==> src/rtl/pwm_pkg.sv <==
// Shared definitions for the multi-channel PWM ramp generator.
//   - default parameter values (counter width, period, slew step, channel count)
//   - ramp status enum used by each channel's status FSM
//   - clamp helper that limits a requested duty to the PWM period
package pwm_pkg;

  localparam int CHANNELS_DEF  = 2;
  localparam int CNT_W_DEF     = 20;
  localparam int PERIOD_DEF    = 1000000;
  localparam int RAMP_STEP_DEF = 65536;

  // IDLE: cur==0 and shadow==0; UP: cur<shadow; DOWN: cur>shadow; HOLD: cur==shadow!=0
  typedef enum logic [1:0] {
    IDLE = 2'd0,
    UP   = 2'd1,
    DOWN = 2'd2,
    HOLD = 2'd3
  } ramp_state_e;

  // min(x, period): targets beyond one full period saturate to 100% duty.
  // Operates on 32 bits so any counter width up to 32 can share it.
  function automatic logic [31:0] clamp_period(input logic [31:0] x,
                                               input logic [31:0] period);
    logic [31:0] r;
    if (x > period) begin
      r = period;
    end else begin
      r = x;
    end
    return r;
  endfunction

endpackage

==> src/rtl/pwm_channel.sv <==
// One PWM channel: shadow duty register, applied (slew-limited) duty,
// ramp status FSM and the registered PWM output.
//   clk, reset     system clock, synchronous active-high reset
//   load           strobe capturing duty_target (clamped) into the shadow
//   boundary       high while the shared counter sits at PERIOD-1
//   en             channel enable; low forces pwm low and, at the boundary, cur to 0
//   cnt            shared period counter
//   duty_target    requested duty in counts
//   pwm            registered PWM output
//   ramping        high while the status FSM is UP or DOWN
//   duty_cur       currently applied duty
module pwm_channel
  import pwm_pkg::*;
#(
  parameter int CNT_W     = CNT_W_DEF,
  parameter int PERIOD    = PERIOD_DEF,
  parameter int RAMP_STEP = RAMP_STEP_DEF
) (
  input  logic             clk,
  input  logic             reset,
  input  logic             load,
  input  logic             boundary,
  input  logic             en,
  input  logic [CNT_W-1:0] cnt,
  input  logic [CNT_W-1:0] duty_target,
  output logic             pwm,
  output logic             ramping,
  output logic [CNT_W-1:0] duty_cur
);

  localparam int             STEP_W = CNT_W + 1;
  localparam logic [CNT_W:0] STEP   = STEP_W'(RAMP_STEP);

  logic [CNT_W-1:0] shadow_r;
  logic [CNT_W-1:0] cur_r;
  logic             pwm_r;
  ramp_state_e      state_r;

  logic [CNT_W-1:0] shadow_clamp_s;
  logic [CNT_W-1:0] cur_nxt_s;
  logic [CNT_W:0]   sum_s;
  logic [CNT_W:0]   diff_s;
  ramp_state_e      state_nxt_s;

  assign shadow_clamp_s = CNT_W'(clamp_period(32'(duty_target), 32'(PERIOD)));

  // Next applied duty: slew toward shadow, one extra bit so the sum never wraps
  always_comb begin
    cur_nxt_s = cur_r;
    sum_s     = {1'b0, cur_r} + STEP;
    diff_s    = {1'b0, cur_r} - {1'b0, shadow_r};
    if (!en) begin
      cur_nxt_s = '0;
    end else if (RAMP_STEP == 0) begin
      cur_nxt_s = shadow_r;
    end else if (cur_r < shadow_r) begin
      if (sum_s > {1'b0, shadow_r}) begin
        cur_nxt_s = shadow_r;
      end else begin
        cur_nxt_s = sum_s[CNT_W-1:0];
      end
    end else if (cur_r > shadow_r) begin
      // step down only while the gap exceeds one step, so cur never passes shadow
      if (diff_s > STEP) begin
        cur_nxt_s = cur_r - STEP[CNT_W-1:0];
      end else begin
        cur_nxt_s = shadow_r;
      end
    end else begin
      cur_nxt_s = cur_r;
    end
  end

  // Status after the boundary update, judged against the shadow the ramp used
  always_comb begin
    state_nxt_s = state_r;
    if (cur_nxt_s < shadow_r) begin
      state_nxt_s = UP;
    end else if (cur_nxt_s > shadow_r) begin
      state_nxt_s = DOWN;
    end else if (cur_nxt_s == '0) begin
      state_nxt_s = IDLE;
    end else begin
      state_nxt_s = HOLD;
    end
  end

  // Shadow capture, boundary-gated duty/status update and PWM output register
  always_ff @(posedge clk) begin
    if (reset) begin
      shadow_r <= '0;
      cur_r    <= '0;
      pwm_r    <= 1'b0;
      state_r  <= IDLE;
    end else begin
      if (load) begin
        shadow_r <= shadow_clamp_s;
      end
      if (boundary) begin
        cur_r   <= cur_nxt_s;
        state_r <= state_nxt_s;
      end
      // cnt < cur with cur==PERIOD is always true, so 100% duty has no wrap glitch
      pwm_r <= en && (cnt < cur_r);
    end
  end

  assign pwm      = pwm_r;
  assign ramping  = (state_r == UP) || (state_r == DOWN);
  assign duty_cur = cur_r;

endmodule

==> src/rtl/pwm_ramp_gen.sv <==
// Multi-channel PWM generator with shared period counter and per-channel
// double-buffered, slew-limited duty.
//   clk, reset     system clock, synchronous active-high reset
//   en             per-channel enable
//   duty_target    packed targets, channel i at [i*CNT_W +: CNT_W]
//   load           strobe capturing all targets into the shadow registers
//   pwm            registered PWM outputs
//   period_start   one-cycle pulse marking the start of each PWM period
//   ramping        per-channel: applied duty still moving toward shadow
//   duty_cur       packed applied duties
module pwm_ramp_gen
  import pwm_pkg::*;
#(
  parameter int CHANNELS  = CHANNELS_DEF,
  parameter int CNT_W     = CNT_W_DEF,
  parameter int PERIOD    = PERIOD_DEF,
  parameter int RAMP_STEP = RAMP_STEP_DEF
) (
  input  logic                      clk,
  input  logic                      reset,
  input  logic [CHANNELS-1:0]       en,
  input  logic [CHANNELS*CNT_W-1:0] duty_target,
  input  logic                      load,
  output logic [CHANNELS-1:0]       pwm,
  output logic                      period_start,
  output logic [CHANNELS-1:0]       ramping,
  output logic [CHANNELS*CNT_W-1:0] duty_cur
);

  logic [CNT_W-1:0] cnt_r;
  logic             period_start_r;
  logic             boundary_s;

  assign boundary_s = (cnt_r == CNT_W'(PERIOD - 1));

  // Shared period counter; period_start is the registered decode of cnt==0,
  // so it lines up with the pwm outputs, which also lag cnt by one cycle
  always_ff @(posedge clk) begin
    if (reset) begin
      cnt_r          <= '0;
      period_start_r <= 1'b0;
    end else begin
      if (boundary_s) begin
        cnt_r <= '0;
      end else begin
        cnt_r <= cnt_r + CNT_W'(1);
      end
      period_start_r <= (cnt_r == '0);
    end
  end

  assign period_start = period_start_r;

  for (genvar i = 0; i < CHANNELS; i++) begin : g_ch
    pwm_channel #(
      .CNT_W     (CNT_W),
      .PERIOD    (PERIOD),
      .RAMP_STEP (RAMP_STEP)
    ) u_ch (
      .clk         (clk),
      .reset       (reset),
      .load        (load),
      .boundary    (boundary_s),
      .en          (en[i]),
      .cnt         (cnt_r),
      .duty_target (duty_target[i*CNT_W +: CNT_W]),
      .pwm         (pwm[i]),
      .ramping     (ramping[i]),
      .duty_cur    (duty_cur[i*CNT_W +: CNT_W])
    );
  end

endmodule

==> config.mk <==
export PLATFORM = sky130hd
export DESIGN_NAME = pwm_ramp_gen
export DESIGN_NICKNAME = d
export VERILOG_FILES = /design/src/rtl/pwm_pkg.sv /design/src/rtl/pwm_channel.sv /design/src/rtl/pwm_ramp_gen.sv
export SDC_FILE = /design/constraint.sdc
export NUM_CORES = 1
export LEC_CHECK = 0
export BUFFER_PORTS_ARGS = -buffer_cell sky130_fd_sc_hd__buf_2
export CAP_MARGIN = 10
export CORE_ASPECT_RATIO = 0.8
export CORE_MARGIN = 5
export CORE_UTILIZATION = 50
export DETAILED_ROUTE_END_ITERATION = 6
export PLACE_DENSITY = 0.8
export SLEW_MARGIN = 10
export SYNTH_ARGS = -nofsm -noshare
export SYNTH_HDL_FRONTEND = slang
export SYNTH_SLANG_ARGS = --single-unit
==> constraint.sdc <==
create_clock -name clk -period 4.8 [get_ports clk]
set_input_delay 0.96 -clock clk [delete_from_list [all_inputs] [get_ports clk]]
set_output_delay 0.96 -clock clk [all_outputs]
set_load 0.01 [all_outputs]
==> results.sh, run 1 <==
export IMPL_status="finished with violations"
export IMPL_violations="setup timing"
export IMPL_cts_sinks=107
export IMPL_grt_pass1_vias=10510
export IMPL_layout_drive_gt1_share=0.2858
export IMPL_cts_root_buf="clkbuf_16"
export IMPL_grt_antenna_before_repair=1
export IMPL_finalPower_mw=2.587
export IMPL_clkTransAtPathRegs_ns=0.08
export IMPL_dpl_hpwl_um=28910
export IMPL_crit_path_end="g_ch[1].u_ch.state_r[0]"
export IMPL_via_count=11490
export IMPL_setup_viol=1
export IMPL_worst_path_max_fanout=6
export IMPL_period_needed_ns=4.813
export IMPL_die_area_um2=23360
export IMPL_overflow=0
export IMPL_r2r_end="g_ch[1].u_ch.state_r[0]"
export IMPL_drt_total_wl_um=37270
export IMPL_layout_nets=1801
export IMPL_final_cell_count_no_fill=1891
export IMPL_slowest_stage="a2111oi_2"
export IMPL_path_buf_inv=4
export IMPL_cp_top_family="compound AO/OA/AOI/OAI gates"
export IMPL_multi_input_area_um2=7820
export IMPL_worstSetupStartpoint="g_ch[1].u_ch.shadow_r[15]"
export IMPL_r2r_slack_ns=-0.01
export IMPL_hold_viol=0
export IMPL_drc=0
export IMPL_die_h_um=137.7
export IMPL_coreArea_um2=19910
export IMPL_grt_max_degree=67
export IMPL_rsz0062_at_grt="true"
export IMPL_viasPerCell=6.076
export IMPL_layout_common_cells="buf_4, nand2_1, nor2_1"
export IMPL_syn_nets=1521
export IMPL_seqCellArea_um2=2155
export IMPL_yosysSeqAreaShare=0.2101
export IMPL_row_count=46
export IMPL_initial_core_util=0.5119
export IMPL_antenna_cells=0
export IMPL_ir_drop_mv=0.1857
export IMPL_fin_worst_skew_ns=0.01483
export IMPL_synthArstFlopShare=0
export IMPL_synth_edf_count=0
export IMPL_die_x_um=169.6
export IMPL_numCtsBuffers=9
export IMPL_mostFrequentLayoutCell="buf_4"
export IMPL_synth_flop_cell="dfxtp_1"
export IMPL_arrival_ns=5.12
export IMPL_crit_cells=26
export IMPL_synth_area_um2=10190
export IMPL_routabilityCongestion=0.9951
export IMPL_pin_count=90
export IMPL_p_leak_nw=6.182
export IMPL_cts_max_path_buffers=2
export IMPL_critical_path_required_ns=5.10
export IMPL_rr_worst_depth=26
export IMPL_fmax_mhz=207.8
export IMPL_crit_top_cell="a21oi_2"
export IMPL_synth_seq_cells=107
export IMPL_cap_violations=0
export IMPL_area_growth_syn_to_layout_pct=30.55
export IMPL_wire_per_inst_um=19.71
export IMPL_placed_cells=1853
export IMPL_setup_ws_ns=-0.01297
export IMPL_crit_path_start_kind="flip-flop"
export IMPL_power_density_nw_per_um2=194.4
export IMPL_yosysWarningCount=0
export IMPL_worstMarginPinSlew_ns=1.017
export IMPL_avgSynthCellArea_um2=7.597
export IMPL_finalCritPeriodShare=1.003
export IMPL_postLayoutCoreUtil=0.6683
export IMPL_path_class="reg2reg"
export IMPL_cts_hold_buffers_added=0
export IMPL_dr_pass1_iters=5
export IMPL_hold_slack_ns=0.4926
export IMPL_max_slew_margin_rel=0.3221
export IMPL_whs_path_depth=2
export IMPL_final_antenna_net_count=0
export IMPL_slew_viol_final=0
export IMPL_worst_r2r_startpoint="g_ch[1].u_ch.shadow_r[15]"
export IMPL_grt_use_total=0.3049
export IMPL_synthCells=1342
export IMPL_cp_end_kind="flip-flop"
export IMPL_yosysUniqueCellTypes=87
export IMPL_hp_class="reg2reg"
export IMPL_htree_levels=3
export IMPL_portBuffers=89
export IMPL_drtIter0Drc=1212
export IMPL_cpPeakStageDelay_ns=0.37
export IMPL_cts_tree="built"
export IMPL_fillerInstances=1633
export IMPL_grt_pass1_wl_um=56920
export IMPL_clock_latency_ns=0.37
==> cells in the mapped netlist, types with 18 or more instances <==
cell type,instances,share of area
nand2_1,143,0.053
nor2_1,137,0.050
ha_1,132,0.16
a21oi_1,114,0.056
dfxtp_1,107,0.21
inv_1,100,0.037
mux2i_1,48,0.047
nand3_1,44,0.022
clkbuf_1,38,0.014
o21ai_0,38,0.019
a21o_1,34,0.025
nand4_1,31,0.019
nor4_1,29,0.018
nor3_1,24,0.012
a2bb2oi_1,23,0.020
nor2b_1,21,0.013
xor2_1,20,0.017
nand2b_1,19,0.012
xnor2_1,19,0.016
and3_1,18,0.011
==> through the flow <==
stage	cell area (µm²)	setup TNS [ns]	setup slack, ns
finish	13310	-0.01297	-0.01297
global route	13310	-0.4837	-0.1610
CTS	12780	-0.02126	-0.02126
detailed placement	12340	-0.3222	-0.1383
global placement	12340	-0.1798	-0.1111
floorplan	10190	0	0.01484
==> power by group <==
| group | switching (mW) | internal [mW] |
|---|---|---|
| Clock | 0.397 | 0.368 |
| Sequential | 0.0211 | 0.911 |
| Combinational | 0.472 | 0.418 |
| Total | 0.890 | 1.70 |
==> kinds of logic (layout without fill, tap and decap cells) <==
group | after synthesis | in the layout | share of synthesized area
adder cells (fa/ha/maj) | 134 | 134 | 0.1659
AO/OA/AOI/OAI | 330 | 330 | 0.2244
multiplexers | 51 | 51 | 0.05044
flip-flops | 107 | 107 | 0.2101
XOR/XNOR | 39 | 39 | 0.03351
buffers and inverters | 166 | 451 | 0.07069
AND/OR/NAND/NOR | 515 | 515 | 0.2450
==> worst min-delay path, delay by kind of cell, from the launching register on <==
family	cells	cell delay, ns
and+or+nand+nor	1	0.07
AOI/OAI and AO/OA	1	0.05
DFF	1	0.34
==> flip-flops by register name, summed over array words and instances, names as in the netlist <==
| signal | cells |
|---|---|
| g_ch.u_ch.duty_cur | 40 |
| g_ch.u_ch.shadow_r | 40 |
| period_start | 1 |
| g_ch.u_ch.pwm | 2 |
| g_ch.u_ch.state_r | 4 |
| cnt_r | 20 |
==> how the worst min path moves through the flow <==
stage / from / endpoint / slack, ns
2_1_floorplan: cnt_r[0] / cnt_r[0] / 0.45
3_3_place_gp: g_ch[1].u_ch.shadow_r[15] / g_ch[1].u_ch.shadow_r[15] / 0.48
3_5_place_dp: g_ch[0].u_ch.state_r[0] / g_ch[0].u_ch.state_r[0] / 0.49
4_1_cts: g_ch[0].u_ch.state_r[0] / g_ch[0].u_ch.state_r[0] / 0.50
5_1_grt: g_ch[1].u_ch.shadow_r[15] / g_ch[1].u_ch.shadow_r[15] / 0.53
6_report: g_ch[1].u_ch.shadow_r[15] / g_ch[1].u_ch.shadow_r[15] / 0.49
==> metal layers <==
metal | global-route usage | wire, µm | vias to the layer above
met1 | 0.4461 | 16720 | 5337
met4 | 0.07331 | 835 | 2
met3 | 0.08147 | 4531 | 69
met2 | 0.4438 | 15150 | 671
li1 | - | - | 5410
met5 | 0 | 32 | -
==> final cells by class <==
type                            count  area share
Clock buffer                        9     0.01692
Sequential cell                   107      0.1619
Clock inverter                      7    0.005077
Tap cell                          264     0.02482
Inverter                          101     0.02849
Timing Repair Buffer              334      0.1752
Multi-Input combinational cell   1069      0.5876
==> what timing repair did <==
item	in CTS	in global routing
gates resized for setup	30	90
pin swaps	24	59
buffers inserted	5	17
endpoints found under the setup margin	3	4
Power figures use the tool's default switching activity.
==> inputs of run 2 (changes only) <==
--- a/config.mk
+++ b/config.mk
@@ -11,7 +11,7 @@
 export CORE_MARGIN = 5
 export CORE_UTILIZATION = 50
 export DETAILED_ROUTE_END_ITERATION = 6
-export PLACE_DENSITY = 0.8
+export PLACE_DENSITY = 0.71
 export SLEW_MARGIN = 10
 export SYNTH_ARGS = -nofsm -noshare
 export SYNTH_HDL_FRONTEND = slang
==> run 2 against run 1 <==
Net effect: the flow still finishes with violations (setup timing); wire length is 1.2% higher; total power is 1.1% higher; die area stayed put; sequential share of layout area is 0.19 points higher; critical path depth is 1 higher; critical path type unchanged; largest power group unchanged.
==> results.sh, run 2 (synthesis results as in run 1) <==
export IMPL_cpPeakStageDelay_ns=0.36
export IMPL_grt_antenna_before_repair=0
export IMPL_status="finished with violations"
export IMPL_setup_viol=2
export IMPL_period_needed_ns=4.894
export IMPL_row_count=46
export IMPL_layout_drive_gt1_share=0.2711
export IMPL_clkPwrFrac=0.312
export IMPL_arrival_ns=5.14
export IMPL_cts_hold_buffers_added=0
export IMPL_fin_worst_skew_ns=0.01663
export IMPL_grt_use_total=0.3132
export IMPL_critical_path_required_ns=5.04
export IMPL_cp_top_family="compound AO/OA/AOI/OAI gates"
export IMPL_pwr_share_comb=0.332
export IMPL_mostFrequentLayoutCell="buf_4"
export IMPL_crit_path_start_kind="flip-flop"
export IMPL_portBuffers=89
export IMPL_ir_drop_mv=0.1735
export IMPL_drc=0
export IMPL_die_h_um=137.7
export IMPL_setup_ws_ns=-0.09381
export IMPL_dr_pass1_iters=5
export IMPL_fin_tns_setup_ns=-0.1606
export IMPL_clkTransAtPathRegs_ns=0.09
export IMPL_grt_pass1_wl_um=58080
export IMPL_drtIter0Drc=1259
export IMPL_htree_levels=3
export IMPL_layout_common_cells="buf_4, nand2_1, nor2_1"
export IMPL_grt_util_met3=0.08176
export IMPL_dpl_hpwl_um=29270
export IMPL_die_area_um2=23360
export IMPL_path_buf_inv=6
export IMPL_max_slew_margin_rel=0.2949
export IMPL_via_count=11420
export IMPL_routabilityCongestion=1.040
export IMPL_drt_total_wl_um=37700
export IMPL_internal_power_mw=1.731
export IMPL_pin_count=90
export IMPL_viasPerCell=6.051
export IMPL_path_class="reg2reg"
export IMPL_worstMarginPinSlew_ns=1.058
export IMPL_antenna_cells=0
export IMPL_final_antenna_net_count=0
export IMPL_grt_pass1_vias=10510
export IMPL_grt_busiest_layer="met1"
export IMPL_initial_core_util=0.5119
export IMPL_switchingPower_mw=0.8841
export IMPL_swShare=0.3380
export IMPL_cts_root_buf="clkbuf_16"
export IMPL_use_met2=0.4465
export IMPL_worst_path_max_fanout=9
export IMPL_hold_viol=0
export IMPL_coreArea_um2=19910
export IMPL_die_x_um=169.6
export IMPL_cts_sinks=107
export IMPL_wire_per_inst_um=19.98
export IMPL_clock_latency_ns=0.37
export IMPL_cts_tree="built"
export IMPL_power_density_nw_per_um2=199.1
export IMPL_dp_slack_ns=-0.3163
export IMPL_fillerInstances=1728
export IMPL_cp_end_kind="flip-flop"
export IMPL_violations="setup timing"
export IMPL_layout_nets=1797
export IMPL_area_growth_syn_to_layout_pct=28.84
export IMPL_seq_power_share=0.356
export IMPL_slew_viol_final=0
export IMPL_gr_usage_met1=0.4726
export IMPL_cts_max_path_buffers=2
export IMPL_overflow=0
export IMPL_fmax_mhz=204.3
export IMPL_grt_max_degree=82
export IMPL_finalCritPeriodShare=1.020
export IMPL_cap_violations=0
export IMPL_numCtsBuffers=9
export IMPL_p_leak_nw=6.146
export IMPL_slowest_stage="dfxtp_2"
export IMPL_rsz0062_at_grt="true"
export IMPL_hp_class="reg2reg"
[run 2: worst paths after layout]
check	from	endpoint	slack, ns	depth (start not counted)
worst max register to register	g_ch[1].u_ch.shadow_r[8]	g_ch[1].u_ch.state_r[0]	-0.09	27
worst min-delay path	g_ch[1].u_ch.shadow_r[15]	g_ch[1].u_ch.shadow_r[15]	0.49	2
worst max-delay path	g_ch[1].u_ch.shadow_r[8]	g_ch[1].u_ch.state_r[0]	-0.09	27
worst min register to register	g_ch[1].u_ch.shadow_r[15]	g_ch[1].u_ch.shadow_r[15]	0.49	2
[run 2: routing by layer]
layer | vias up | share of wire
li1 | 5403 | -
met1 | 5437 | 0.48
met2 | 520 | 0.40
met3 | 58 | 0.10
met4 | 0 | 0.016
met5 | - | 0
[run 2: final cells by class]
type | instances | area, µm² | area share
clock inverter | 7 | 91.34 | 0.006954
sequential | 107 | 2151 | 0.1637
multi-input combinational | 1069 | 7682 | 0.5849
clock buffer | 9 | 225.2 | 0.01715
timing repair buffer | 330 | 2276 | 0.1733
tap | 264 | 330.3 | 0.02515
inverter | 101 | 379.1 | 0.02886
[run 2: worst min-delay path: stages (launching register included)]
cell	delay, ns
dfxtp_1	0.32
nand2b_1	0.07
a21oi_1	0.05
[run 2: power by group through the flow]
stage | registers, mW | logic, mW | clock network [mW]
after floorplan | 0.947 | 0.471 | 0
after global placement | 0.949 | 0.747 | 0
after detailed placement | 0.950 | 0.755 | 0
after CTS | 0.929 | 0.814 | 0.813
after global routing | 0.934 | 0.933 | 0.851
final | 0.931 | 0.869 | 0.816
[run 2: per-stage QoR]
step | hold slack, ns | power (mW) | utilization | area, µm² | cells
floorplan | 0.4508 | 1.418 | - | 10190 | 1342
global placement | 0.4714 | 1.696 | 0.6160 | 12270 | 1844
detailed placement | 0.4770 | 1.705 | 0.6160 | 12270 | 1844
CTS | 0.4874 | 2.557 | 0.6481 | 12910 | 1879
global route | 0.4973 | 2.718 | 0.6596 | 13140 | 1887
finish | 0.4853 | 2.616 | 0.6596 | 13140 | 1887
[run 2: timing repair]
action,in CTS,in global routing
pin swaps,34,44
endpoints found under the setup margin,4,5
gates cloned,2,0
buffers inserted,17,11
gates resized for setup,43,47
==> inputs of run 3 (changes only) <==
--- a/config.mk
+++ b/config.mk
@@ -12,6 +12,7 @@
 export CORE_UTILIZATION = 50
 export DETAILED_ROUTE_END_ITERATION = 6
 export PLACE_DENSITY = 0.71
+export SKIP_CTS_REPAIR_TIMING = 1
 export SLEW_MARGIN = 10
 export SYNTH_ARGS = -nofsm -noshare
 export SYNTH_HDL_FRONTEND = slang
==> run 3 against run 2 <==
Net effect: the run still ends with setup timing left; clock skew is essentially flat; maximum frequency shrank 1.8%; critical path type unchanged; wire length shrank 1.9%; register-to-register slack lost 0.09 ns; largest cell class unchanged; utilization shrank 0.72 points; count of clock-buffer cells in the layout is the same.
==> results.sh, run 3 (synthesis results as in run 1) <==
export IMPL_status="finished with violations"
export IMPL_violations="setup timing"
export IMPL_drt_total_wl_um=36980
export IMPL_swShare=0.3352
export IMPL_place_area_um2=12270
export IMPL_drc=0
export IMPL_max_slew_margin_rel=0.2652
export IMPL_pwr_share_comb=0.330
export IMPL_cts_tree="built"
export IMPL_p_leak_nw=6.105
export IMPL_grt_use_total=0.3048
export IMPL_postLayoutCoreUtil=0.6524
export IMPL_viasPerCell=6.020
export IMPL_worstMarginPinSlew_ns=1.102
export IMPL_rsz0062_at_grt="true"
export IMPL_clkTransAtPathRegs_ns=0.09
export IMPL_ir_drop_mv=0.1613
export IMPL_clock_latency_ns=0.37
export IMPL_cp_end_kind="flip-flop"
export IMPL_switchingPower_mw=0.8727
export IMPL_clkPwrFrac=0.312
export IMPL_via_count=11310
export IMPL_die_x_um=169.6
export IMPL_setup_ws_ns=-0.1838
export IMPL_mostFrequentLayoutCell="buf_4"
export IMPL_cts_sinks=107
export IMPL_htree_levels=3
export IMPL_area_growth_syn_to_layout_pct=27.43
export IMPL_seq_power_share=0.357
export IMPL_setup_viol=2
export IMPL_fin_tns_setup_ns=-0.3590
export IMPL_dr_pass1_iters=6
export IMPL_placed_cells=1844
export IMPL_path_class="reg2reg"
export IMPL_arrival_ns=5.29
export IMPL_grt_antenna_before_repair=0
export IMPL_layout_drive_gt1_share=0.2528
export IMPL_slew_viol_final=0
export IMPL_routabilityCongestion=1.040
export IMPL_pin_count=90
export IMPL_fmax_mhz=200.6
export IMPL_hold_viol=0
export IMPL_cpPeakStageDelay_ns=0.56
export IMPL_cp_top_family="compound AO/OA/AOI/OAI gates"
export IMPL_numCtsBuffers=9
export IMPL_final_cell_area_um2=12990
export IMPL_layout_common_cells="buf_4, nand2_1, nor2_1"
export IMPL_row_count=46
export IMPL_dpl_hpwl_um=29270
export IMPL_initial_core_util=0.5119
export IMPL_slowest_stage="or4_4"
export IMPL_worst_path_max_fanout=7
export IMPL_finalPower_mw=2.604
export IMPL_fin_worst_skew_ns=0.01710
export IMPL_grt_pass1_vias=10190
export IMPL_coreArea_um2=19910
export IMPL_cts_root_buf="clkbuf_16"
export IMPL_internal_power_mw=1.731
export IMPL_cap_violations=0
export IMPL_period_needed_ns=4.984
export IMPL_hp_class="reg2reg"
export IMPL_crit_top_cell="a21oi_2"
export IMPL_final_cell_count_no_fill=1878
export IMPL_finalCritPeriodShare=1.038
export IMPL_antenna_cells=0
export IMPL_portBuffers=89
export IMPL_overflow=0
export IMPL_die_h_um=137.7
export IMPL_path_buf_inv=3
export IMPL_layout_nets=1788
export IMPL_grt_pass1_wl_um=56500
export IMPL_cts_max_path_buffers=2
export IMPL_dp_slack_ns=-0.3163
export IMPL_grt_max_degree=82
export IMPL_wire_per_inst_um=19.69
export IMPL_final_antenna_net_count=0
export IMPL_drtIter0Drc=1246
export IMPL_crit_path_start_kind="flip-flop"
export IMPL_hold_slack_ns=0.4864
export IMPL_power_density_nw_per_um2=200.4
export IMPL_critical_path_required_ns=5.11
export IMPL_die_area_um2=23360
## run 3: worst reg2reg max path, cell delays in order, from the launching register on
cell and delay (ns):
dfxtp_2 0.34, inv_2 0.05, ha_4 0.16, fa_2 0.42
xor2_1 0.15, o2111ai_1 0.11, a31oi_1 0.18, nand3_1 0.11
or4_4 0.56, nor4_4 0.26, a21oi_2 0.12, o31ai_4 0.24
buf_4 0.16, buf_12 0.12, mux2i_1 0.19, nor2_1 0.08
ha_1 0.31, a21oi_2 0.14, nor2b_1 0.06, o21ai_1 0.16
nand2b_1 0.09, a21oi_2 0.14, o221ai_2 0.13, nand2_1 0.07
o211ai_1 0.10, a311o_1 0.37, a21oi_2 0.10
## run 3: worst paths after layout
kind	slack (ns)	startpoint	endpoint	cells after the start
setup / recovery	-0.18	g_ch[1].u_ch.duty_cur[0]	g_ch[1].u_ch.state_r[0]	26
hold / removal	0.49	g_ch[1].u_ch.shadow_r[15]	g_ch[1].u_ch.shadow_r[15]	2
setup reg to reg	-0.18	g_ch[1].u_ch.duty_cur[0]	g_ch[1].u_ch.state_r[0]	26
hold reg to reg	0.49	g_ch[1].u_ch.shadow_r[15]	g_ch[1].u_ch.shadow_r[15]	2
## run 3: power by group through the flow
| stage | sequential [mW] | combinational [mW] | clock [mW] |
|---|---|---|---|
| after global placement | 0.949 | 0.747 | 0 |
| after CTS | 0.929 | 0.762 | 0.813 |
| final | 0.931 | 0.860 | 0.813 |
| after detailed placement | 0.950 | 0.755 | 0 |
| after global routing | 0.934 | 0.926 | 0.852 |
| after floorplan | 0.947 | 0.471 | 0 |
## run 3: area by class of cell
cell class,instances,area (µm²)
Multi-Input combinational cell,1069,7597
Inverter,101,379.1
Clock inverter,7,91.34
Timing Repair Buffer,321,2222
Fill cell,1744,6923
Sequential cell,107,2146
Clock buffer,9,225.2
Tap cell,264,330.3
## run 3: routing by layer
metal	track usage	wire length [µm]	vias to the layer above
li1	-	-	5385
met1	0.4638	17750	5303
met2	0.4301	14840	565
met3	0.08348	3878	53
met4	0.05096	507	0
met5	0	0	-
